**src/rtl/pwm_pkg.sv**
```systemverilog
// Shared constants, types and helpers for the multi-channel PWM block.
package pwm_pkg;

  localparam int NUM_CH_DEF  = 16;
  localparam int CNT_W_DEF   = 8;
  localparam int PRESC_W_DEF = 8;

  typedef enum logic {
    PWM_MODE_STATIC = 1'b0,
    PWM_MODE_PWM    = 1'b1
  } pwm_mode_e;

  function automatic int unsigned cnt_max(input int unsigned width);
    return (32'd1 << width) - 32'd1;
  endfunction

endpackage

```
**src/rtl/pwm_multi_channel_if.sv**
```systemverilog
// Configuration and output bundle between the register file (master) and the PWM block (slave).
interface pwm_multi_channel_if
  import pwm_pkg::*;
#(
  parameter int NUM_CH  = NUM_CH_DEF,
  parameter int CNT_W   = CNT_W_DEF,
  parameter int PRESC_W = PRESC_W_DEF
);

  logic [NUM_CH-1:0]       en_out;
  logic [NUM_CH-1:0]       en_pwm;
  logic [NUM_CH*CNT_W-1:0] duty;
  logic [PRESC_W-1:0]      prescale;
  logic                    cfg_load;
  logic                    cfg_pending;
  logic                    period_start;
  logic [NUM_CH-1:0]       pwm_out;

  modport master (
    output en_out, en_pwm, duty, prescale, cfg_load,
    input  cfg_pending, period_start, pwm_out
  );

  modport slave (
    input  en_out, en_pwm, duty, prescale, cfg_load,
    output cfg_pending, period_start, pwm_out
  );

endinterface

```
**src/rtl/pwm_timebase.sv**
```systemverilog
// Shared prescaler and period counter; produces the boundary strobe and period_start pulse.
// PWM_CENTER_ALIGNED_EN selects an up/down counter instead of the edge-aligned up-counter.
module pwm_timebase
  import pwm_pkg::*;
#(
  parameter int CNT_W   = CNT_W_DEF,
  parameter int PRESC_W = PRESC_W_DEF
) (
  input  logic               clk,
  input  logic               rst,
  input  logic [PRESC_W-1:0] prescale_i,
  output logic [CNT_W-1:0]   cnt_o,
  output logic               boundary_o,
  output logic               period_start_o
);

  localparam logic [CNT_W-1:0] MAX = CNT_W'(cnt_max(CNT_W));

  logic [PRESC_W-1:0] presc_q, presc_d;
  logic [CNT_W-1:0]   cnt_q, cnt_d;
  logic               period_start_q;
  logic               tick;
  logic               boundary;

  // >= lets a shrinking prescale wrap on the next cycle instead of running to overflow
  assign tick    = (presc_q >= prescale_i);
  assign presc_d = tick ? '0 : presc_q + PRESC_W'(1);

`ifdef PWM_CENTER_ALIGNED_EN
  logic dir_q, dir_d;

  always_comb begin
    cnt_d    = cnt_q;
    dir_d    = dir_q;
    boundary = 1'b0;
    if (tick) begin
      if (!dir_q) begin
        if (cnt_q == MAX) begin
          dir_d = 1'b1;
          cnt_d = cnt_q - CNT_W'(1);
        end else begin
          cnt_d = cnt_q + CNT_W'(1);
        end
      end else begin
        cnt_d = cnt_q - CNT_W'(1);
        if (cnt_q == CNT_W'(1)) begin
          dir_d    = 1'b0;
          boundary = 1'b1;
        end
      end
    end
  end

  always_ff @(posedge clk) begin
    if (rst) dir_q <= 1'b0;
    else     dir_q <= dir_d;
  end
`else
  always_comb begin
    cnt_d    = tick ? cnt_q + CNT_W'(1) : cnt_q;
    boundary = tick && (cnt_q == MAX);
  end
`endif

  always_ff @(posedge clk) begin
    if (rst) begin
      presc_q        <= '0;
      cnt_q          <= '0;
      period_start_q <= 1'b0;
    end else begin
      presc_q        <= presc_d;
      cnt_q          <= cnt_d;
      period_start_q <= boundary;
    end
  end

  assign cnt_o          = cnt_q;
  assign boundary_o     = boundary;
  assign period_start_o = period_start_q;

endmodule

```
**src/rtl/pwm_multi_channel.sv**
```systemverilog
// Multi-channel PWM with double-buffered duty/mode applied at period boundaries.
// Build option PWM_CENTER_ALIGNED_EN (in pwm_timebase) switches to centre-aligned counting.
module pwm_multi_channel
  import pwm_pkg::*;
#(
  parameter int NUM_CH  = NUM_CH_DEF,
  parameter int CNT_W   = CNT_W_DEF,
  parameter int PRESC_W = PRESC_W_DEF
) (
  input logic                clk,
  input logic                rst,
  pwm_multi_channel_if.slave bus
);

  localparam logic [CNT_W-1:0] MAX = CNT_W'(cnt_max(CNT_W));

  logic [CNT_W-1:0] cnt;
  logic             boundary;
  logic             period_start;

  pwm_timebase #(
    .CNT_W   (CNT_W),
    .PRESC_W (PRESC_W)
  ) u_timebase (
    .clk            (clk),
    .rst            (rst),
    .prescale_i     (bus.prescale),
    .cnt_o          (cnt),
    .boundary_o     (boundary),
    .period_start_o (period_start)
  );

  logic [CNT_W-1:0] duty_pend_q [NUM_CH];
  logic [CNT_W-1:0] duty_pend_d [NUM_CH];
  logic [CNT_W-1:0] duty_act_q  [NUM_CH];
  logic [CNT_W-1:0] duty_act_d  [NUM_CH];
  pwm_mode_e        mode_pend_q [NUM_CH];
  pwm_mode_e        mode_pend_d [NUM_CH];
  pwm_mode_e        mode_act_q  [NUM_CH];
  pwm_mode_e        mode_act_d  [NUM_CH];
  logic             cfg_pending_q, cfg_pending_d;
  logic [NUM_CH-1:0] pwm_q, pwm_d;
  logic [NUM_CH-1:0] pwm_raw;
  logic             apply;

  // Pending values move to active using the pre-edge pending set, so a load on the boundary waits a period
  assign apply         = boundary && cfg_pending_q;
  assign cfg_pending_d = bus.cfg_load || (cfg_pending_q && !boundary);

  always_comb begin
    for (int i = 0; i < NUM_CH; i++) begin
      duty_pend_d[i] = duty_pend_q[i];
      mode_pend_d[i] = mode_pend_q[i];
      duty_act_d[i]  = duty_act_q[i];
      mode_act_d[i]  = mode_act_q[i];
      if (bus.cfg_load) begin
        duty_pend_d[i] = bus.duty[i*CNT_W +: CNT_W];
        mode_pend_d[i] = pwm_mode_e'(bus.en_pwm[i]);
      end
      if (apply) begin
        duty_act_d[i] = duty_pend_q[i];
        mode_act_d[i] = mode_pend_q[i];
      end
      // Full-scale duty is forced high so there is no one-tick low gap at cnt == MAX
      pwm_raw[i] = (duty_act_q[i] == MAX) || (cnt < duty_act_q[i]);
      pwm_d[i]   = bus.en_out[i] && ((mode_act_q[i] == PWM_MODE_PWM) ? pwm_raw[i] : 1'b1);
    end
  end

  always_ff @(posedge clk) begin
    if (rst) begin
      for (int i = 0; i < NUM_CH; i++) begin
        duty_pend_q[i] <= '0;
        mode_pend_q[i] <= PWM_MODE_STATIC;
        duty_act_q[i]  <= '0;
        mode_act_q[i]  <= PWM_MODE_STATIC;
      end
      cfg_pending_q <= 1'b0;
      pwm_q         <= '0;
    end else begin
      for (int i = 0; i < NUM_CH; i++) begin
        duty_pend_q[i] <= duty_pend_d[i];
        mode_pend_q[i] <= mode_pend_d[i];
        duty_act_q[i]  <= duty_act_d[i];
        mode_act_q[i]  <= mode_act_d[i];
      end
      cfg_pending_q <= cfg_pending_d;
      pwm_q         <= pwm_d;
    end
  end

  assign bus.cfg_pending  = cfg_pending_q;
  assign bus.period_start = period_start;
  assign bus.pwm_out      = pwm_q;

endmodule

```
**src/flat_wrapper.sv**
```systemverilog
// flat-port wrapper written by rule: the top's interface ports become plain ports
module pwm_multi_channel_flat import pwm_pkg::*;
#(
  parameter int NUM_CH  = NUM_CH_DEF,
  parameter int CNT_W   = CNT_W_DEF,
  parameter int PRESC_W = PRESC_W_DEF
)
  (clk, rst, bus_en_out, bus_en_pwm, bus_duty, bus_prescale, bus_cfg_load, bus_cfg_pending, bus_period_start, bus_pwm_out);
  pwm_multi_channel_if #(.NUM_CH(NUM_CH), .CNT_W(CNT_W), .PRESC_W(PRESC_W)) bus_i ();
  input logic clk;
  input logic rst;
  input wire logic [$bits(bus_i.en_out)-1:0] bus_en_out;
  input wire logic [$bits(bus_i.en_pwm)-1:0] bus_en_pwm;
  input wire logic [$bits(bus_i.duty)-1:0] bus_duty;
  input wire logic [$bits(bus_i.prescale)-1:0] bus_prescale;
  input wire logic [$bits(bus_i.cfg_load)-1:0] bus_cfg_load;
  output wire logic [$bits(bus_i.cfg_pending)-1:0] bus_cfg_pending;
  output wire logic [$bits(bus_i.period_start)-1:0] bus_period_start;
  output wire logic [$bits(bus_i.pwm_out)-1:0] bus_pwm_out;
  assign bus_i.en_out = bus_en_out;
  assign bus_i.en_pwm = bus_en_pwm;
  assign bus_i.duty = bus_duty;
  assign bus_i.prescale = bus_prescale;
  assign bus_i.cfg_load = bus_cfg_load;
  assign bus_cfg_pending = bus_i.cfg_pending;
  assign bus_period_start = bus_i.period_start;
  assign bus_pwm_out = bus_i.pwm_out;
  pwm_multi_channel #(.NUM_CH(NUM_CH), .CNT_W(CNT_W), .PRESC_W(PRESC_W)) u_core (.clk(clk), .rst(rst), .bus(bus_i));
endmodule
```
**config.mk**
```make
export PLATFORM = sky130hd
export DESIGN_NAME = pwm_multi_channel_flat
export DESIGN_NICKNAME = d
export VERILOG_FILES = /design/src/rtl/pwm_pkg.sv /design/src/rtl/pwm_multi_channel_if.sv /design/src/rtl/pwm_timebase.sv /design/src/rtl/pwm_multi_channel.sv /design/src/flat_wrapper.sv
export SDC_FILE = /design/constraint.sdc
export NUM_CORES = 1
export LEC_CHECK = 0
export BUFFER_PORTS_ARGS = -buffer_cell sky130_fd_sc_hd__buf_2
export CORE_UTILIZATION = 53
export DETAILED_ROUTE_END_ITERATION = 7
export PLACE_DENSITY = 0.81
export SLEW_MARGIN = 10
export SYNTH_ARGS = -nofsm -noshare
export SYNTH_HDL_FRONTEND = slang
export SYNTH_SLANG_ARGS = --single-unit
```
**constraint.sdc**
```tcl
create_clock -name clk -period 2.1 [get_ports clk]
set_input_delay 0.42 -clock clk [delete_from_list [all_inputs] [get_ports clk]]
set_output_delay 0.42 -clock clk [all_outputs]
set_load 0.005 [all_outputs]
```
## Yosys cells after proc, flatten, opt, wreduce, memory -nomap -nowiden

Memories as Yosys holds them, arrays and structs flattened.
Cells that the tools add are included.

| storage, ports and cells | value |
|---|---|
| RAM bits | 288 |
| memories kept | 4 |
| logic and storage cells | 294 |
| output and inout bits | 18 |
| register bits | 34 |

Memories:

| name | depth | bits a word | read ports | clocked after memory_dff | wr ports | RTL line | RTL |
|---|---|---|---|---|---|---|---|
| u_core.duty_act_q | 16 | 8 | 16 | 0 | 16 | pwm_multi_channel.sv:35 | `logic [CNT_W-1:0] duty_act_q [NUM_CH];` |
| u_core.duty_pend_q | 16 | 8 | 16 | 0 | 16 | pwm_multi_channel.sv:33 | `logic [CNT_W-1:0] duty_pend_q [NUM_CH];` |
| u_core.mode_act_q | 16 | 1 | 16 | 0 | 16 | pwm_multi_channel.sv:39 | `pwm_mode_e mode_act_q [NUM_CH];` |
| u_core.mode_pend_q | 16 | 1 | 16 | 0 | 16 | pwm_multi_channel.sv:37 | `pwm_mode_e mode_pend_q [NUM_CH];` |

| operators by class | value |
|---|---|
| add/sub/neg operators | 2 |
| equal/unequal tests | 17 |
| multiplexer cells | 147 |
| bitwise logic cells | 64 |
| reductions and logical operators | 38 |
| order comparisons | 17 |

Operators with widths:

| operator | number |
|---|---|
| $mux W8 | 64 |
| $eq A8 B8 Y1 const B | 17 |
| $lt A8 B8 Y1 | 16 |
| $mux W1 | 83 |
| $or A1 B1 Y1 | 64 |
| $logic_and A1 B1 Y1 | 19 |
| $logic_or A1 B1 Y1 | 17 |
| $add A8 B1 Y8 const B | 2 |
| $ge A8 B8 Y1 | 1 |
| $reduce_or A2 Y1 | 1 |
| $logic_not A1 Y1 | 1 |

## Logic depth before layout (Yosys ltp)

| logic depth | value |
|---|---|
| depth in word-level cells | 5 |
| depth in mapped cells | 10 |
| mapped depth without buffers | 7 |

## By module

From an unflattened synthesis, not the netlist that was laid out.

| second synthesis, totals | value |
|---|---|
| cells, all modules | 1,697 |
| area, all modules | 14,631.5 um^2 |

By module, submodules not included:

| module | instances | area an instance (um^2) | cells an instance |
|---|---|---|---|
| pwm_multi_channel | 1 | 13,686.9 | 1,595 |
| pwm_timebase | 1 | 944.7 | 102 |

## Worst setup path after synthesis

OpenSTA, ideal clock, no wires.

| timing path | value |
|---|---|
| kind | input to register |
| start | in bus_prescale[0] |
| end | mem u_core.duty_act_q[0][10] in the netlist's numbering |
| path buffers | 3 |
| path slack | -0.041 ns |
| data arrival time | 2.021 ns |
| library setup time | 0.120 ns |
| data required time | 1.980 ns |
| cell stages on the path | 9 |
| cell sequence | ha_1 > nand2b_4 > a2111oi_4 > o31ai_2 > and3_1 > buf_6 > buf_6 > buf_6 > mux2i_1 |

RTL lines:

| what | RTL line | RTL |
|---|---|---|
| start, declared | flat_wrapper.sv:15 | `input wire logic [$bits(bus_i.prescale)-1:0] bus_prescale;` |
| end, declared | pwm_multi_channel.sv:35 |  |

==> flow_metrics.env <==
export IMPL_rsz0062_at_grt="true"
export IMPL_synth_top_cells_by_area="dfxtp_1, mux2i_1, nand2b_1"
export IMPL_power_mw=14.06
export IMPL_cts_max_level=2
export IMPL_hold_path_class="input port to register"
export IMPL_ir_worst_vdd_uv=611.0
export IMPL_cp_num_buf_inv=2
export IMPL_startpoint="u_core.u_timebase.presc_q[2]"
export IMPL_coreArea_mm2=0.02964
export IMPL_drt_pass1_iterations=5
export IMPL_nNetsFinal=2182
export IMPL_worstReg2RegStart="u_core.u_timebase.presc_q[2]"
export IMPL_top_layer="met4"
export IMPL_synth_compound_area_share=0.05586
export IMPL_slew_viol_final=0
export IMPL_num_antenna_cells=0
export IMPL_ys_async_sr_fraction=0
export IMPL_drtAntennaViolNets=0
export IMPL_die_x_um=175.5
export IMPL_register_area_mm2=0.006461
export IMPL_setup_viol_count_final=0
export IMPL_place_congestion=0.8204
export IMPL_hpwl_um=24810
export IMPL_clock_sinks=322
export IMPL_synthXorXnorAreaFrac=0.003844
export IMPL_die_h_um=175.5
export IMPL_drtIter0Drc=589
export IMPL_fin_crit_ns=2.047
export IMPL_multi_input_area_mm2=0.008743
export IMPL_instances_no_fill=2304
export IMPL_synth_fa_ha_area_frac=0.09571
export IMPL_yosysMostFrequentCell="dfxtp_1"
export IMPL_avgSynthCellArea_um2=9.482
export IMPL_worstMarginPinSlew_ns=0.5986
export IMPL_crit_path_max_incr_delay_ns=0.36
export IMPL_final_setup_tns_ns=0
export IMPL_finalCritPeriodShare=0.9749
export IMPL_path_class="register to register"
export IMPL_cts_max_path_buffers=3
export IMPL_syn_inst=1682
export IMPL_cts_tree="done"
export IMPL_area_delta_synth_final_pct=20.25
export IMPL_drc=0
export IMPL_holdBufCountCts=0
export IMPL_yosys_top_cells_count="dfxtp_1, nand2b_1, mux2i_1"
export IMPL_p_leak_nw=7.893
export IMPL_grt_overflow_total=0
export IMPL_cts_made_buffers=35
export IMPL_grt_pass1_wl_um=57820
export IMPL_synthSimpleGateAreaFrac=0.2016
export IMPL_io_pins=189
export IMPL_port_buffer_count=188
export IMPL_viasPerCell=5.260
export IMPL_maxCapViolations=0
export IMPL_met2_length_um=17590
export IMPL_ys_seq_area_frac=0.4042
export IMPL_endpoint="u_core.duty_act_q[6][10]"
export IMPL_max_freq_mhz=488.5
export IMPL_power_density_mw_per_mm2=733.0
export IMPL_postLayoutCoreUtil=0.6471
export IMPL_grt_usage=0.2303
export IMPL_critPathLaunchType="register"
export IMPL_synth_top_family_by_area="simple AND/OR/NAND/NOR gates"
export IMPL_path_clk_slew_ns=0.06
export IMPL_finClkSkew_ns=0.01312
export IMPL_syn_nets=1975
export IMPL_synth_mux_area_frac=0.1835
export IMPL_cp_slowest_cell="dfxtp_4"
export IMPL_crit_cells=8
export IMPL_grt_pass1_vias=11900
export IMPL_finalHoldViolCount=0
export IMPL_dp_cells=2224
export IMPL_arrival_ns=2.48
export IMPL_cts_root_buffer="clkbuf_16"
export IMPL_max_slew_margin=0.5953
export IMPL_die_area_mm2=0.03079
export IMPL_antenna_found_initial=0
export IMPL_end_kind="register"
export IMPL_vias=12120
export IMPL_wl_per_cell_um=15.84
export IMPL_insertion_delay_ns=0.51
export IMPL_synth_ff_type="dfxtp_1"
export IMPL_critPathMaxFanout=19
export IMPL_syn_area_mm2=0.01595
export IMPL_synth_edf_count=0
export IMPL_worstPathRequired_ns=2.53
export IMPL_met3_wirelength_um=1363
export IMPL_yosys_area_top_type="dfxtp_1"
export IMPL_rrSetupSlack_ns=0.05
export IMPL_status="completed"
export IMPL_r2r_end="u_core.duty_act_q[6][10]"
export IMPL_num_rows=63
export IMPL_num_fill_cells=2353
export IMPL_ys_types=34
export IMPL_grt_max_degree=84
export IMPL_ys_warn_count=0
export IMPL_drive_gt1_frac=0.1813
export IMPL_crit_family="compound AO/OA/AOI/OAI gates"
export IMPL_wirelength_um=36490
export IMPL_yosysTopAreaCellShare=0.4042
export IMPL_initial_core_util=0.5381
export IMPL_ys_seq_elements=322
export IMPL_holdPathStages=3
export IMPL_path_cells="ha_4 -> o21a_1 -> nor2_2 -> o31ai_4 -> and3_4 -> buf_6 -> buf_16 -> mux2i_1"
export IMPL_ff2ff_path_depth=8
export IMPL_m1WireLength_um=16610
area by class of cell:
cell class	count	share of cell area
Clock buffer	44	0.05226
Clock inverter	18	0.01435
Inverter	123	0.02407
Multi-Input combinational cell	1151	0.4559
Sequential cell	322	0.3369
Tap cell	390	0.02544
Timing Repair Buffer	256	0.09108
cells in the final DEF (no fill, tap or decap), types with 18 or more instances in the layout:
cell type / Yosys / routed
a21oi_1: 51 / 51
buf_2: 3 / 186
buf_4: 8 / 45
clkbuf_16: 0 / 39
dfxtp_1: 322 / 314
ha_1: 122 / 117
inv_1: 123 / 122
mux2i_1: 289 / 288
nand2_1: 18 / 18
nand2b_1: 290 / 290
nand4_1: 36 / 36
nor2_1: 179 / 178
nor2b_1: 19 / 19
o21a_1: 18 / 18
o21ai_0: 33 / 33
where the power goes:
group          switching, mW  internal [mW]  leakage (nW)  total (mW)
registers              0.111           6.30          2.63        6.41
logic                  0.427          0.487          4.63       0.914
clock network           2.49           4.25         0.633        6.74
cell families (layout without fill, tap and decap cells):
group | after synthesis | after routing
AND/OR/NAND/NOR | 589 | 590
flip-flops | 322 | 322
multiplexers | 292 | 292
buffers and inverters | 210 | 441
AO/OA/AOI/OAI | 140 | 140
adder cells (fa/ha/maj) | 122 | 122
XOR/XNOR | 7 | 7
worst min-delay path: stages:
cell and delay (ns):
buf_2 0.07, mux2i_1 0.05, nor2_1 0.07
per-layer routing:
metal,vias to the layer above,track usage
met5,-,0
met4,0,0.07464
met3,70,0.03095
met2,268,0.4005
met1,5707,0.2938
li1,6075,-
flip-flops by register name, indices dropped and copies added, names as in the netlist:
register,count
u_core.duty_act_q,128
u_core.duty_pend_q,128
u_core.bus.pwm_out,16
u_core.mode_act_q,16
u_core.mode_pend_q,16
u_core.u_timebase.cnt_o,8
u_core.u_timebase.presc_q,8
u_core.bus.cfg_pending,1
u_core.u_timebase.period_start_o,1
stage by stage:
step / hold WS (ns) / setup WS (ns) / area (um^2)
after detailed placement: 0.4640 / -0.3094 / 17520
after CTS: 0.1341 / -0.001607 / 18940
after global routing: 0.1413 / -0.02606 / 19180
final: 0.1448 / 0.05281 / 19180
after floorplan: 0.4256 / 0.02826 / 15980
after global placement: 0.4570 / -0.1616 / 17520
how the worst min path moves through the flow:
stage | from | endpoint | slack (ns)
after global routing | bus_duty[33] | u_core.duty_pend_q[0][33] | 0.14
after global placement | u_core.mode_act_q[4][1] | u_core.mode_act_q[4][1] | 0.46
after detailed placement | u_core.duty_pend_q[0][115] | u_core.duty_act_q[7][3] | 0.46
after floorplan | u_core.u_timebase.presc_q[0] | u_core.u_timebase.presc_q[0] | 0.43
after CTS | bus_duty[5] | u_core.duty_pend_q[0][5] | 0.13
final | bus_duty[27] | u_core.duty_pend_q[0][27] | 0.14
what timing repair did:
action | 4_1_cts | 5_1_grt
hold endpoints to repair | 0 | 0
pin swaps | 4 | 1
gates resized for setup | 10 | 26
setup buffers | 4 | 8
setup endpoints to repair | 123 | 110
gates cloned | 3 | 3
Power figures use the tool's default switching activity.
